[src/rtl/ex_mem_stage.sv]
// EX/MEM pipeline register: valid/ready handshake, one-entry skid buffer, synchronous flush.
// Optional stall counter enabled by defining EX_MEM_STALL_CNT_EN.
module ex_mem_stage #(
    parameter int DATA_W = 64,
    parameter int REG_W  = 5,
    parameter int CTRL_W = 5,
    parameter int CNT_W  = 32
) (
    input  logic              clk,
    input  logic              reset,
    input  logic              flush,
    input  logic              in_valid,
    output logic              in_ready,
    input  logic [CTRL_W-1:0] in_ctrl,
    input  logic              in_zero,
    input  logic [REG_W-1:0]  in_rd,
    input  logic [DATA_W-1:0] in_alu,
    input  logic [DATA_W-1:0] in_fwd_b,
    input  logic [DATA_W-1:0] in_pc,
    output logic              out_valid,
    input  logic              out_ready,
    output logic [CTRL_W-1:0] out_ctrl,
    output logic              out_zero,
    output logic [REG_W-1:0]  out_rd,
    output logic [DATA_W-1:0] out_alu,
    output logic [DATA_W-1:0] out_fwd_b,
    output logic [DATA_W-1:0] out_pc
`ifdef EX_MEM_STALL_CNT_EN
    ,
    output logic [CNT_W-1:0]  stall_cnt
`endif
);

    typedef struct packed {
        logic [CTRL_W-1:0] ctrl;
        logic              zero;
        logic [REG_W-1:0]  rd;
        logic [DATA_W-1:0] alu;
        logic [DATA_W-1:0] fwd_b;
        logic [DATA_W-1:0] pc;
    } entry_t;

    if (CNT_W < 1) begin : g_bad_cnt_w
        $error("CNT_W must be at least 1");
    end

    logic   main_valid_q, main_valid_d;
    logic   skid_valid_q, skid_valid_d;
    entry_t main_q, main_d;
    entry_t skid_q, skid_d;
    entry_t in_ent;
    logic   accept, drain;

    assign in_ent   = '{ctrl: in_ctrl, zero: in_zero, rd: in_rd,
                        alu: in_alu, fwd_b: in_fwd_b, pc: in_pc};
    assign in_ready = reset & ~skid_valid_q;
    assign accept   = in_valid & in_ready;
    assign drain    = main_valid_q & out_ready;

    // Occupancy is implied by the valid bits: EMPTY, ONE (main), TWO (main + skid).
    always_comb begin
        main_valid_d = main_valid_q;
        skid_valid_d = skid_valid_q;
        main_d       = main_q;
        skid_d       = skid_q;
        if (flush) begin
            main_valid_d = 1'b0;
            skid_valid_d = 1'b0;
        end else if (!main_valid_q) begin
            if (accept) begin
                main_valid_d = 1'b1;
                main_d       = in_ent;
            end
        end else if (!skid_valid_q) begin
            if (accept && drain) begin
                main_d = in_ent;
            end else if (accept) begin
                skid_valid_d = 1'b1;
                skid_d       = in_ent;
            end else if (drain) begin
                main_valid_d = 1'b0;
            end
        end else if (drain) begin
            skid_valid_d = 1'b0;
            main_d       = skid_q;
        end
    end

    always_ff @(posedge clk or negedge reset) begin
        if (!reset) begin
            main_valid_q <= 1'b0;
            skid_valid_q <= 1'b0;
            main_q       <= '0;
            skid_q       <= '0;
        end else begin
            main_valid_q <= main_valid_d;
            skid_valid_q <= skid_valid_d;
            main_q       <= main_d;
            skid_q       <= skid_d;
        end
    end

    // Control is forced to zero on bubbles; data fields keep their last value.
    assign out_valid = main_valid_q;
    assign out_ctrl  = main_valid_q ? main_q.ctrl : '0;
    assign out_zero  = main_q.zero;
    assign out_rd    = main_q.rd;
    assign out_alu   = main_q.alu;
    assign out_fwd_b = main_q.fwd_b;
    assign out_pc    = main_q.pc;

`ifdef EX_MEM_STALL_CNT_EN
    logic [CNT_W-1:0] stall_cnt_q, stall_cnt_d;

    always_comb begin
        stall_cnt_d = stall_cnt_q;
        if (main_valid_q && !out_ready && stall_cnt_q != '1) begin
            stall_cnt_d = stall_cnt_q + CNT_W'(1);
        end
    end

    // Flush deliberately leaves the counter alone.
    always_ff @(posedge clk or negedge reset) begin
        if (!reset) begin
            stall_cnt_q <= '0;
        end else begin
            stall_cnt_q <= stall_cnt_d;
        end
    end

    assign stall_cnt = stall_cnt_q;
`endif

endmodule

[config.mk]
export PLATFORM = sky130hd
export DESIGN_NAME = ex_mem_stage
export DESIGN_NICKNAME = d
export VERILOG_FILES = /design/src/rtl/ex_mem_stage.sv
export SDC_FILE = /design/constraint.sdc
export NUM_CORES = 1
export LEC_CHECK = 0
export ABC_AREA = 0
export CAP_MARGIN = 15
export CELL_PAD_IN_SITES_DETAIL_PLACEMENT = 1
export CELL_PAD_IN_SITES_GLOBAL_PLACEMENT = 2
export CORE_ASPECT_RATIO = 2
export CORE_MARGIN = 4
export CORE_UTILIZATION = 35
export CTS_CLUSTER_SIZE = 25
export DETAILED_ROUTE_END_ITERATION = 8
export GPL_TIMING_DRIVEN = 0
export MAX_ROUTING_LAYER = met4
export PLACE_DENSITY = 0.79
export SYNTH_ARGS = -nofsm -noshare
export SYNTH_HDL_FRONTEND = slang
export SYNTH_SLANG_ARGS = --single-unit
[constraint.sdc]
create_clock -name clk -period 4.9 [get_ports clk]
set_clock_uncertainty 0.05 [all_clocks]
set_input_delay 0.98 -clock clk [delete_from_list [all_inputs] [get_ports clk]]
set_output_delay 0.98 -clock clk [all_outputs]
set_load 0.05 [all_outputs]
==> results.json <==
{
  "status": "complete, no violations",
  "worstPathRequired_ns": 3.87,
  "numPortBuffers": 411,
  "dp_hpwl_um": 57530,
  "synth_area_leaders": "dfrtp_1 49%, mux2_2 11%, o221a_2 11%",
  "ctsResizeCount": 0,
  "grt_pass1_vias": 18880,
  "worstMarginPinSlew_ns": 1.008,
  "grt_pass1_wl_um": 117900,
  "combPwrFrac_pct": 36.1,
  "chipHeight_um": 354.3,
  "die_w_um": 181.2,
  "hold_viol": 0,
  "clockBufferDepth": 3,
  "holdBufCountCts": 0,
  "drt_iter0_drc": 864,
  "insertion_delay_ns": 0.57,
  "path_cells": "clkbuf_1, clkbuf_1, clkbuf_1, and2_1, clkdlybuf4s50_1",
  "drive_gt1_share_pct": 32.16,
  "htreeDepth": 2,
  "power_mw": 12.56,
  "ir_drop_v": 0.0003097,
  "path_delay_family": "buffers and inverters",
  "synth_compound_area_share_pct": 15.89,
  "critPathLaunchType": "register",
  "numCtsBuffers": 42,
  "fin_crit_sh_pct": 92.28,
  "relSlewSlack_pct": 32.77,
  "synthCells": 1819,
  "crit_arrival_ns": 3.49,
  "p_sw_share_pct": 35.44,
  "drc_errors": 0,
  "worstPathMaxFanout": 10,
  "wire_per_inst_um": 24.90,
  "worstSetupPathType": "register to primary output",
  "num_rows": 126,
  "muxShareOfSynthArea_pct": 10.89,
  "crit_buf_inv": 4,
  "cts_tree": "built",
  "antenna_left": 0,
  "synth_nets": 2027,
  "die-area_mm2": 0.06419,
  "ctsRootBufferMaster": "clkbuf_16",
  "mostFrequentLayoutCell": "clkdlybuf4s50_1",
  "maxCapViolations": 0,
  "fp.coreArea_mm2": 0.05928,
  "worst_setup_path_end_kind": "primary output",
  "tns_ns": 0,
  "final_util_pct": 46.57,
  "initial_utilization_pct": 35.41,
  "synth_area_mm2": 0.02099,
  "gr-usage-all-layers_pct": 23.88,
  "synth_fa_ha_area_share_pct": 0,
  "switching_power_mw": 4.450,
  "yosysTopAreaCell": "dfrtp_1",
  "fin_crit_ns": 4.522,
  "gp_congestion": 0.8240,
  "viasPerCell": 5.407,
  "ios": 413,
  "area_growth_pct": 31.53,
  "overflow": 0,
  "layout_common_cells": "410 x clkdlybuf4s50_1, 408 x dfrtp_1",
  "internal_power_mw": 8.105,
  "cts.reportedPaths.clkPinSlew_ns": 0.06,
  "seqPwrFrac_pct": 36.6,
  "drv_slew": 0,
  "clkPwrFrac_pct": 27.3,
  "cts_setup_buffers": 0,
  "setup_viol": 0,
  "grt_max_degree": 115,
  "synthSimpleGateAreaFrac_pct": 13.65,
  "synth_top_area_share_pct": 48.64,
  "fin_hold_ws_ns": 0.3494,
  "synth_top_family_by_area": "compound AO/OA/AOI/OAI gates",
  "synthXorXnorAreaFrac_pct": 0,
  "yosysUniqueCellTypes": 22,
  "drt_pass1_iterations": 5,
  "clock_sinks": 408,
  "max_clock_freq_mhz": 221.1,
  "postRouteWirelength_um": 76840,
  "cp_slowest_cell": "clkdlybuf4s50_1",
  "leakagePower_nw": 11.45,
  "ys_seq_area_share_pct": 48.64,
  "slowest_delay_ns": 0.83,
  "p_per_area_mw_per_mm2": 454.8,
  "hp-class": "input port to asynchronous set/reset pin",
  "synth_warnings": 0,
  "rsz0062_at_grt": "no",
  "vias": 16690,
  "cp_common_cell": "clkbuf_1",
  "antenna_found_initial": 8,
  "nNetsFinal": 2485,
  "yosys_register_bits": 408,
  "synth_area_per_cell_um2": 11.54
}
-- cell type report --
type / count / area, µm²
Inverter: 2 / 7.507
Timing Repair Buffer: 414 / 4202
Clock inverter: 15 / 175.2
Clock buffer: 62 / 1260
Buffer: 378 / 2286
Antenna cell: 8 / 20.02
Tap cell: 768 / 960.9
Sequential cell: 408 / 10210
Fill cell: 6411 / 31670
Multi-Input combinational cell: 1031 / 8487
-- path summary, 6_finish.rpt --
path,startpoint,endpoint,slack (ns),cells after the start
min in group clk,skid_q[154],skid_q[154],0.46,1
worst min-delay path,reset,skid_q[17],0.35,1
max in group asynchronous,reset,out_fwd_b[8],2.80,3
worst max register to register,skid_valid_q,out_pc[50],2.32,6
worst min register to register,skid_q[154],skid_q[154],0.46,1
worst max-delay path,out_valid,out_ctrl[1],0.38,5
-- cells in the mapped netlist --
master    instances
o21ai_0         194
and4bb_2          1
buf_1             5
nand2_1           1
clkbuf_1        109
a21oi_1           2
buf_6             7
and2_1            5
mux2_2          203
o21ai_1          11
a31oi_1           1
inv_1             2
nor2b_1           1
nor4bb_1        203
nand3_2           1
nor2_1          203
o221a_2         203
dfrtp_1         408
buf_2            60
a211oi_1          1
buf_4           197
nand3b_1          1
-- layer usage --
metal  track usage, %  vias to the layer above  wire length, µm
met5                -                        -                0
met4            6.280                        0             1893
met3            5.875                       93             4588
met2            43.23                      451            40690
met1            26.11                     8602            29670
li1                 -                     7540                -
-- registers in the layout (all words and copies together), names as in the netlist --
name          cells
main_q            5
out_alu          64
out_fwd_b        64
out_pc           64
out_rd            5
out_valid         1
out_zero          1
skid_q          203
skid_valid_q      1
-- logic make-up after synthesis --
group / after synthesis
compound gates: 412
flops: 408
buf+inv: 380
simple gates: 416
mux: 203
-- power by group through the flow --
| stage | Sequential, mW | Clock, mW | Combinational [mW] |
|---|---|---|---|
| floorplan | 4.46 | 0 | 3.12 |
| global placement | 4.60 | 0 | 4.49 |
| detailed placement | 4.64 | 0 | 4.56 |
| CTS | 4.59 | 3.52 | 4.58 |
| global route | 4.68 | 3.65 | 4.76 |
| finish | 4.60 | 3.43 | 4.53 |
-- per-stage QoR --
stage / worst slack, ns / cell area (µm²) / std cells
floorplan: 2.042 / 20990 / 1819
global placement: -16.14 / 26070 / 2998
detailed placement: 0.6952 / 26150 / 3001
CTS: 0.2943 / 27590 / 3078
global route: 0.2121 / 27610 / 3086
finish: 0.3781 / 27610 / 3086
Power figures use the tool's default switching activity.
